==> config.mk <==
export PLATFORM = sky130hd
export DESIGN_NAME = cv32e40s_fencei_sequencer
export DESIGN_NICKNAME = d
export VERILOG_FILES = /design/src/rtl/cv32e40s_fencei_sequencer.sv
export SDC_FILE = /design/constraint.sdc
export NUM_CORES = 1
export LEC_CHECK = 0
export CORE_MARGIN = 4
export CORE_UTILIZATION = 30
export CTS_CLUSTER_DIAMETER = 40
export DETAILED_ROUTE_END_ITERATION = 16
export RECOVER_POWER = 50
export SLEW_MARGIN = 20
export SYNTH_ARGS = -nofsm -noshare
export SYNTH_HDL_FRONTEND = slang
export SYNTH_SLANG_ARGS = --single-unit
==> constraint.sdc <==
create_clock -name clk -period 3.4 [get_ports clk]
set_clock_uncertainty 0.15 [all_clocks]
set_input_delay 0.51 -clock clk [delete_from_list [all_inputs] [get_ports clk]]
set_output_delay 0.51 -clock clk [all_outputs]
set_load 0.02 [all_outputs]
==> src/rtl/cv32e40s_fencei_sequencer.sv <==
// Sequences the fence.i instruction-side flush: drain the LSU, then run req/ack on fencei_flush.
// Optional ack-timeout watchdog is enabled by defining CV32E40S_FENCEI_TIMEOUT_EN.
module cv32e40s_fencei_sequencer #(
  parameter int unsigned ACK_TIMEOUT = 255
) (
  input  logic        clk,
  input  logic        rst,
  input  logic        start_i,
  input  logic [31:0] pc_i,
  input  logic        kill_i,
  input  logic        lsu_busy_i,
  input  logic        fencei_flush_ack_i,
  output logic        fencei_flush_req_o,
  output logic        busy_o,
  output logic        done_o,
  output logic        killed_o,
  output logic [31:0] branch_addr_o,
  output logic        timeout_o
);

  typedef enum logic [1:0] {
    IDLE,
    DRAIN,
    REQ,
    DONE
  } state_e;

  state_e      state_q, state_d;
  logic        req_q, req_d;
  logic        busy_q, busy_d;
  logic        done_q, done_d;
  logic        killed_q, killed_d;
  logic [31:0] branch_addr_q, branch_addr_d;

  // Outputs are derived from the next state so they appear registered with no input-to-req path.
  always_comb begin
    state_d       = state_q;
    branch_addr_d = branch_addr_q;
    killed_d      = 1'b0;
    case (state_q)
      IDLE: begin
        if (start_i) begin
          state_d       = DRAIN;
          branch_addr_d = pc_i + 32'd4;
        end
      end
      DRAIN: begin
        if (kill_i) begin
          state_d  = IDLE;
          killed_d = 1'b1;
        end else if (!lsu_busy_i) begin
          state_d = REQ;
        end
      end
      REQ: begin
        if (fencei_flush_ack_i) begin
          state_d = DONE;
        end
      end
      DONE: begin
        state_d = IDLE;
      end
      default: begin
        state_d = IDLE;
      end
    endcase
    req_d  = (state_d == REQ);
    busy_d = (state_d != IDLE);
    done_d = (state_d == DONE);
  end

  always_ff @(posedge clk) begin
    if (rst) begin
      state_q       <= IDLE;
      req_q         <= 1'b0;
      busy_q        <= 1'b0;
      done_q        <= 1'b0;
      killed_q      <= 1'b0;
      branch_addr_q <= 32'h0;
    end else begin
      state_q       <= state_d;
      req_q         <= req_d;
      busy_q        <= busy_d;
      done_q        <= done_d;
      killed_q      <= killed_d;
      branch_addr_q <= branch_addr_d;
    end
  end

  assign fencei_flush_req_o = req_q;
  assign busy_o             = busy_q;
  assign done_o             = done_q;
  assign killed_o           = killed_q;
  assign branch_addr_o      = branch_addr_q;

`ifdef CV32E40S_FENCEI_TIMEOUT_EN
  localparam logic [15:0] TimeoutLimit = 16'(ACK_TIMEOUT);

  logic [15:0] ack_wait_q, ack_wait_d;
  logic        timeout_q, timeout_d;

  // Counts unacknowledged REQ cycles and saturates, so the pulse fires only once per request.
  always_comb begin
    ack_wait_d = 16'h0;
    timeout_d  = 1'b0;
    if ((state_q == REQ) && !fencei_flush_ack_i) begin
      if (ack_wait_q != TimeoutLimit) begin
        ack_wait_d = ack_wait_q + 16'd1;
      end else begin
        ack_wait_d = ack_wait_q;
      end
      timeout_d = (ack_wait_q == (TimeoutLimit - 16'd1));
    end
  end

  always_ff @(posedge clk) begin
    if (rst) begin
      ack_wait_q <= 16'h0;
      timeout_q  <= 1'b0;
    end else begin
      ack_wait_q <= ack_wait_d;
      timeout_q  <= timeout_d;
    end
  end

  assign timeout_o = timeout_q;
`else
  assign timeout_o = 1'b0;
`endif

endmodule

==> results.py, run 1 <==
metrics = {
    "worst_hold_path": {
        "min_from": "branch_addr_o[0]",
        "hold_path_class": "reg2reg",
        "whs_endpoint": "branch_addr_o[0]",
        "hold_path_depth": 2,
    },
    "sta": {
        "fmax_mhz": 370,
        "grt_setup_unrepaired": "no",
        "hold_viol": 0,
        "hold_slack_ns": 0.304,
        "fin_crit_sh_pct": 79.5,
        "setup_viol": 0,
        "finalCriticalPeriod_ns": 2.70,
        "slew_violations": 0,
        "slew_headroom_pct": 49.5,
        "worst_pin_slew_ns": 0.757,
        "tns_ns": 0,
    },
    "detailed_routing": {
        "drt_iter0_markers": 79,
        "drcViolationCount": 0,
        "vias": 1970,
        "wl_per_cell_um": 14.8,
        "drtAntennaViolNets": 0,
        "first_pass_iters": 5,
        "routed_via_density": 5.23,
        "routed_wl_mm": 5.57,
    },
    "die": {
        "start_util_pct": 31.8,
        "die_h_um": 88.2,
        "core_area_sq_um": 6060,
        "io-pin-count": 75,
        "die_w_um": 88.2,
        "row_count": 28,
        "die-area_sq_um": 7770,
    },
    "power_and_ir_drop": {
        "pwr_density_cell_nw_per_um2": 392,
        "p_leak_nw": 1.02,
        "peakVddDrop_uv": 216,
    },
    "cells_and_area": {
        "areaGrowthSynthToFinish_pct": 44.1,
        "drive_gt1_share_pct": 4.30,
        "fin_util_pct": 45.9,
        "fin_area_sq_um": 2780,
        "instances_no_fill": 377,
        "layout.nets": 340,
        "ff_latch_area_sq_um": 761,
        "n_fill_cell": 635,
        "multi_input_area_sq_um": 1040,
        "diodes": 0,
    },
    "clocking": {
        "insertion_delay_ns": 0.29,
        "path_clk_slew_ns": 0.07,
        "cts_resized": 0,
        "cts_buffers": 5,
        "numClockSinks": 38,
        "clockBufferDepth": 2,
        "hold_buffers": 0,
        "root_buffer": "clkbuf_8",
        "htreeDepth": 2,
        "post_cts_buffers": 0,
        "cts_tree": "built",
    },
    "job": {
        "cap_violations": 0,
    },
    "place": {
        "hpwl_mm": 4.13,
        "placed_cell_area_sq_um": 2690,
        "gp_congestion": 0.758,
        "port_buffers": 73,
        "dpl.cell_count": 369,
    },
    "grt": {
        "antenna_found_initial": 0,
        "grt_pass1_vias": 1837,
        "gr-usage-all-layers_pct": 15.3,
        "grt_pass1_wl_mm": 9.16,
        "grt_max_degree": 42,
        "grt_overflow": 0,
    },
    "synthesis": {
        "yosys_warnings": 0,
        "ys_seq_area_share_pct": 39.5,
        "ys_types": 38,
        "synth_nets": 277,
        "async_flop_share_pct": 0,
        "ys_seq_elements": 38,
        "avgSynthCellArea_sq_um": 8.10,
        "synth-main-ff-cell": "dfxtp_1",
        "synth_edf_count": 0,
        "synthCells": 238,
        "synth.cell_area_sq_um": 1930,
    },
    "critical_path": {
        "reg2reg_depth": 5,
        "startpoint_type": "primary input",
        "endpoint_kind": "flip-flop",
        "path_class": "in2reg",
        "worstReg2RegStart": "state_q[0]",
        "r2r-end": "branch_addr_o[31]",
        "arrival_ns": 2.73,
        "required_ns": 3.43,
        "rrSetupSlack_ns": 1.45,
        "crit_fanout": 26,
    },
    "outcome": {
        "status": "completed",
    },
}
==> report_power, final <==
part	switching, mW	leakage (nW)	internal [mW]
clock	0.158	0.0482	0.164
sequential	0.0179	0.314	0.483
combinational	0.143	0.657	0.124
total	0.319	1.02	0.770
==> cell usage in the layout, fill, tap and decap left out, types with 12 or more instances in the layout <==
cell type	count
nand2_1	16
or4_1	13
a31oi_1	14
dfxtp_1	38
o31ai_1	13
dlygate4sd3_1	33
nand3_1	12
nor2_1	14
clkdlybuf4s50_1	40
o21ai_0	25
==> area by class of cell <==
type | count | share of cell area, %
Clock buffer | 7 | 3.11
Sequential cell | 38 | 27.4
Multi-Input combinational cell | 170 | 37.5
Clock inverter | 1 | 0.180
Timing Repair Buffer | 76 | 27.1
Tap cell | 75 | 3.38
Inverter | 10 | 1.35
==> cells by family (layout without fill, tap and decap cells) <==
group | Yosys count | in the layout | synth area share (%)
buffers and inverters | 30 | 94 | 6.49
flip-flops | 38 | 38 | 39.5
other | 1 | 1 | 0.194
AO/OA/AOI/OAI | 73 | 73 | 23.6
XOR/XNOR | 11 | 11 | 5.00
adder cells (fa/ha/maj) | 1 | 1 | 0.649
AND/OR/NAND/NOR | 84 | 84 | 24.7
==> metal layers <==
metal / wire [um] / up-vias / GRT usage [%]
met1: 2500 / 902 / 19.6
met5: 0 / - / 0
met4: 99 / 0 / 6.32
li1: - / 1016 / -
met2: 2700 / 44 / 24.8
met3: 271 / 8 / 3.29
==> stage by stage <==
step | setup slack [ns] | total power [mW]
after floorplan | 1.23 | 0.640
after detailed placement | 0.427 | 0.792
after global placement | 0.488 | 0.791
final | 0.696 | 1.09
after global routing | 0.581 | 1.15
after CTS | 0.737 | 1.12
==> how the worst max path moves through the flow <==
stage,start,endpoint,slack (ns),cells after the start
3_5_place_dp,pc_i[10],branch_addr_o[31],0.43,5
4_1_cts,pc_i[10],branch_addr_o[31],0.74,5
6_report,pc_i[10],branch_addr_o[31],0.70,5
5_1_grt,pc_i[10],branch_addr_o[25],0.58,5
2_1_floorplan,pc_i[2],branch_addr_o[26],1.23,7
3_3_place_gp,pc_i[10],branch_addr_o[31],0.49,5
==> synthesized netlist by cell type, types with 3 or more instances <==
library cell,n,area [sq um]
a21oi_1,8,40.0
clkbuf_1,17,63.8
nand2_1,16,60.1
nand4_1,7,43.8
nor3_1,3,15.0
o31ai_1,13,97.6
xor2_1,7,61.3
a31oi_1,14,87.6
xnor2_1,4,35.0
or3_1,4,25.0
dfxtp_1,38,761
inv_1,10,37.5
o21ai_0,25,125
a211oi_1,7,52.6
nand3_1,12,60.1
or4_1,13,97.6
nor2_1,14,52.6
and4_1,6,52.6
==> sequential cells by signal (all words and copies together), names as in the netlist <==
register,cells
busy_o,1
done_o,1
killed_o,1
state_q,2
fencei_flush_req_o,1
branch_addr_o,32
==> critical path, cell delays in order <==
cell             delay, ns
clkdlybuf4s50_1       0.59
nand4_2               0.17
or3_1                 0.70
or4_1                 0.62
o2111a_1              0.14
Power figures use the tool's default switching activity.
==> inputs of run 2 (changes only) <==
clock period = 2.6 ns   (was 3.4 ns; I/O delays follow)
==> results.py, run 2 (synthesis gave the netlist of run 1 again) <==
metrics = {
    "outcome": {
        "status": "completed",
    },
    "critical_path": {
        "endpoint_kind": "flip-flop",
        "crit_fanout": 17,
        "critPathBufInv": 1,
        "startpoint_type": "primary input",
        "cp_num_cells": 6,
        "r2r-end": "branch_addr_o[7]",
        "max_stage_delay_ns": 0.53,
        "rrSetupSlack_ns": 0.67,
        "required_ns": 2.66,
        "reg2reg_depth": 4,
        "path_class": "in2reg",
        "path_cells": "clkdlybuf4s50_1, ha_1, nand4_1, or2_2, or4_1, a31oi_1",
        "worstReg2RegStart": "state_q[0]",
        "cp-endpoint": "branch_addr_o[30]",
        "arrival_ns": 2.36,
        "slowest_stage": "or4_1",
        "crit_start": "pc_i[2]",
        "path_delay_family": "simple AND/OR/NAND/NOR gates",
    },
    "clocking": {
        "post_cts_buffers": 0,
        "hold_buffers": 0,
        "clockBufferDepth": 2,
        "insertion_delay_ns": 0.28,
        "htreeDepth": 2,
        "cts_resized": 0,
        "root_buffer": "clkbuf_8",
        "cts_buffers": 5,
        "numClockSinks": 38,
        "path_clk_slew_ns": 0.07,
        "cts_tree": "built",
    },
    "grt": {
        "grt_use_met3_pct": 4.05,
        "grt_overflow": 0,
        "use_met1_pct": 18.6,
        "grt_pass1_vias": 1891,
        "use_met2_pct": 25.5,
        "grt-busiest-layer": "met2",
        "grt_pass1_wl_mm": 9.16,
        "antenna_found_initial": 0,
        "gr-usage-all-layers_pct": 15.1,
        "grt_max_degree": 31,
    },
    "sta": {
        "hold_viol": 0,
        "slew_violations": 0,
        "hold_slack_ns": 0.304,
        "worst_pin_slew_ns": 0.556,
        "slew_headroom_pct": 62.9,
        "fin_crit_sh_pct": 88.6,
        "grt_setup_unrepaired": "no",
        "tns_ns": 0,
        "fmax_mhz": 434,
        "finalCriticalPeriod_ns": 2.30,
        "setup_viol": 0,
    },
    "die": {
        "io-pin-count": 75,
        "start_util_pct": 31.8,
        "die_w_um": 88.2,
        "die_h_um": 88.2,
        "core_area_sq_um": 6060,
        "row_count": 28,
        "die-area_sq_um": 7770,
    },
    "detailed_routing": {
        "drt_iter0_markers": 61,
        "drtAntennaViolNets": 0,
        "routed_via_density": 5.06,
        "routed_wl_mm": 5.62,
        "wl_per_cell_um": 14.4,
        "drcViolationCount": 0,
        "vias": 1972,
        "first_pass_iters": 4,
    },
    "power_and_ir_drop": {
        "p_total_mw": 1.40,
        "p_sw_share_pct": 29.2,
        "power_frac_seq_pct": 46.9,
        "intPower_mw": 0.988,
        "power_frac_clock_pct": 27.2,
        "pwr_density_cell_nw_per_um2": 488,
        "p_sw_mw": 0.408,
        "comb_power_share_pct": 25.8,
        "peakVddDrop_uv": 256,
        "p_leak_nw": 1.07,
    },
    "cells_and_area": {
        "layout_common_cells": "43 x clkdlybuf4s50_1, 38 x dfxtp_1, 30 x dlygate4sd3_1",
        "layout.nets": 354,
        "diodes": 0,
        "areaGrowthSynthToFinish_pct": 48.3,
        "drive_gt1_share_pct": 7.62,
        "layout_commonest_cell": "clkdlybuf4s50_1",
        "fin_util_pct": 47.2,
        "largest_reg_flops": 32,
    },
    "job": {
        "cap_violations": 0,
    },
    "place": {
        "hpwl_mm": 4.25,
        "port_buffers": 73,
        "gp_congestion": 0.737,
    },
    "worst_hold_path": {
        "hold_path_class": "reg2reg",
    },
}
==> run 2: area by class of cell <==
cell class	instances	area, sq um
sequential	38	761
inverter	10	37.5
fill	620	3200
timing repair buffer	90	850
tap	75	93.8
clock buffer	7	76.3
multi-input combinational	170	1040
==> run 2: per-stage QoR <==
stage / area, sq um / std cells / setup slack (ns)
6_report: 2860 / 390 / 0.297
2_1_floorplan: 1930 / 238 / 0.553
5_1_grt: 2860 / 390 / 0.205
4_1_cts: 2870 / 390 / 0.308
3_5_place_dp: 2800 / 383 / 0.0202
3_3_place_gp: 2800 / 383 / 0.0433
==> run 2: per-layer routing <==
metal  part of all wire, %  wire length (um)
met5                     0                 0
met4                   1.1                62
met3                   5.3               300
met2                    50              2790
met1                    44              2470
==> run 2: power by group through the flow <==
stage,clock network (mW),registers (mW),logic [mW]
floorplan,0,0.725,0.112
global placement,0,0.670,0.376
detailed placement,0,0.670,0.380
CTS,0.398,0.657,0.382
global route,0.427,0.661,0.396
finish,0.380,0.655,0.361
==> run 2: worst min-delay path: cells and delay by family, from the launching register on <==
family	cells	cell delay (ns)
compound gates	1	0.05
flops	1	0.31
simple gates	1	0.05
==> run 2: worst min path at each step <==
stage / slack (ns) / endpoint / cells past startpoint / start
final: 0.30 / branch_addr_o[3] / 2 / branch_addr_o[3]
after floorplan: 0.31 / branch_addr_o[7] / 1 / rst
after detailed placement: 0.30 / branch_addr_o[3] / 2 / branch_addr_o[3]
after global routing: 0.32 / branch_addr_o[3] / 2 / branch_addr_o[3]
after global placement: 0.29 / branch_addr_o[3] / 2 / branch_addr_o[3]
after CTS: 0.31 / branch_addr_o[3] / 2 / branch_addr_o[3]
==> inputs of run 3 (changes only) <==
CAP_MARGIN = 25   (was unset)
CORE_MARGIN = 5   (was 4)
==> results.py, run 3 (synthesis gave the netlist of run 1 again) <==
metrics = {
    "outcome": {
        "status": "completed",
    },
    "place": {
        "hpwl_mm": 4.28,
        "placed_cell_area_sq_um": 2820,
        "port_buffers": 73,
        "gp_congestion": 0.839,
    },
    "grt": {
        "grt_overflow": 0,
        "antenna_found_initial": 0,
        "grt_max_degree": 38,
        "grt_pass1_vias": 1786,
        "gr-usage-all-layers_pct": 13.5,
        "grt_pass1_wl_mm": 9.05,
    },
    "power_and_ir_drop": {
        "power_frac_clock_pct": 29.8,
        "power_frac_seq_pct": 45.3,
        "p_sw_share_pct": 29.6,
        "p_leak_nw": 1.09,
        "comb_power_share_pct": 24.9,
        "intPower_mw": 1.02,
        "peakVddDrop_uv": 188,
        "p_sw_mw": 0.428,
        "pwr_density_cell_nw_per_um2": 498,
    },
    "die": {
        "row_count": 29,
        "start_util_pct": 30.5,
        "io-pin-count": 75,
        "die_h_um": 90.2,
        "die-area_sq_um": 8130,
        "core_area_sq_um": 6310,
        "die_w_um": 90.2,
    },
    "job": {
        "cap_violations": 0,
    },
    "clocking": {
        "cts_tree": "built",
        "post_cts_buffers": 0,
        "htreeDepth": 2,
        "clockBufferDepth": 2,
        "cts_resized": 0,
        "root_buffer": "clkbuf_8",
        "hold_buffers": 0,
        "path_clk_slew_ns": 0.07,
        "cts_buffers": 5,
        "numClockSinks": 38,
        "insertion_delay_ns": 0.29,
    },
    "sta": {
        "fin_crit_sh_pct": 90.2,
        "slew_violations": 0,
        "finalCriticalPeriod_ns": 2.35,
        "fmax_mhz": 426,
        "hold_slack_ns": 0.303,
        "slew_headroom_pct": 57.9,
        "worst_pin_slew_ns": 0.631,
        "grt_setup_unrepaired": "no",
        "setup_viol": 0,
        "hold_viol": 0,
    },
    "detailed_routing": {
        "wl_per_cell_um": 14.2,
        "drt_iter0_markers": 40,
        "routed_via_density": 5.02,
        "drcViolationCount": 0,
        "routed_wl_mm": 5.62,
        "first_pass_iters": 4,
        "drtAntennaViolNets": 0,
        "vias": 1989,
    },
    "critical_path": {
        "required_ns": 2.66,
        "crit_fanout": 16,
        "arrival_ns": 2.41,
        "startpoint_type": "primary input",
        "path_class": "in2reg",
        "endpoint_kind": "flip-flop",
    },
    "cells_and_area": {
        "fin_area_sq_um": 2910,
        "drive_gt1_share_pct": 9.40,
        "layout_commonest_cell": "clkdlybuf4s50_1",
        "largest_reg_flops": 32,
        "layout.nets": 357,
        "diodes": 0,
        "layout_common_cells": "44 x clkdlybuf4s50_1, 38 x dfxtp_1, 29 x dlygate4sd3_1",
        "areaGrowthSynthToFinish_pct": 50.7,
    },
    "worst_hold_path": {
        "hold_path_class": "reg2reg",
    },
}
-- run 3: cell count changes in the layout (fill, tap and decap cells not counted), sizes merged --
cell / change
dlygate4sd3: -1
clkbuf: -2
buf: +5
clkinv: +1
clkdlybuf4s50: +1
-- run 3: area by class of cell --
| cell class | count | area (sq um) |
|---|---|---|
| well taps | 77 | 96.3 |
| inverters | 10 | 37.5 |
| clock inverters | 1 | 5.00 |
| repair buffers | 93 | 878 |
| fillers | 651 | 3410 |
| clock buffers | 7 | 86.3 |
| multi-input cells | 170 | 1040 |
| flip-flops and latches | 38 | 761 |
-- run 3: path summary, 6_finish.rpt --
| check | from | endpoint | slack [ns] | cells past startpoint |
|---|---|---|---|---|
| worst max-delay path | pc_i[3] | branch_addr_o[28] | 0.25 | 6 |
| worst max register to register | state_q[0] | branch_addr_o[29] | 0.65 | 4 |
| worst min-delay path | branch_addr_o[0] | branch_addr_o[0] | 0.30 | 2 |
| worst min register to register | branch_addr_o[0] | branch_addr_o[0] | 0.30 | 2 |
-- run 3: power groups by stage --
| stage | clock network [mW] | logic, mW | registers (mW) |
|---|---|---|---|
| 2_1_floorplan | 0 | 0.112 | 0.725 |
| 3_3_place_gp | 0 | 0.375 | 0.672 |
| 3_5_place_dp | 0 | 0.378 | 0.671 |
| 4_1_cts | 0.442 | 0.380 | 0.658 |
| 5_1_grt | 0.466 | 0.391 | 0.663 |
| 6_report | 0.431 | 0.361 | 0.656 |
-- run 3: critical path, stage by stage --
cell and delay [ns]:
clkdlybuf4s50_1 0.52, ha_1 0.22, nand4_1 0.13, or2_2 0.44
or4_1 0.53, a31oi_1 0.17
-- run 3: metrics by stage --
stage          setup TNS [ns]  utilization [%]  total power [mW]  setup WS [ns]  std cells
2_1_floorplan               0                -             0.837          0.553        238
3_3_place_gp                0             44.7              1.05        0.00111        388
3_5_place_dp           -0.108             44.7              1.05        -0.0431        388
4_1_cts                     0             46.2              1.48          0.262        396
5_1_grt                     0             46.0              1.52         0.0914        396
6_report                    0             46.0              1.45          0.254        396
-- run 3: routing by layer --
metal	track usage [%]	vias to the layer above	routed length [um]	share of wire (%)
met1	18.1	889	2700	48
met3	3.76	7	322	5.7
li1	-	1046	-	-
met2	21.1	47	2520	45
met5	0	-	0	0
met4	4.09	0	71	1.3
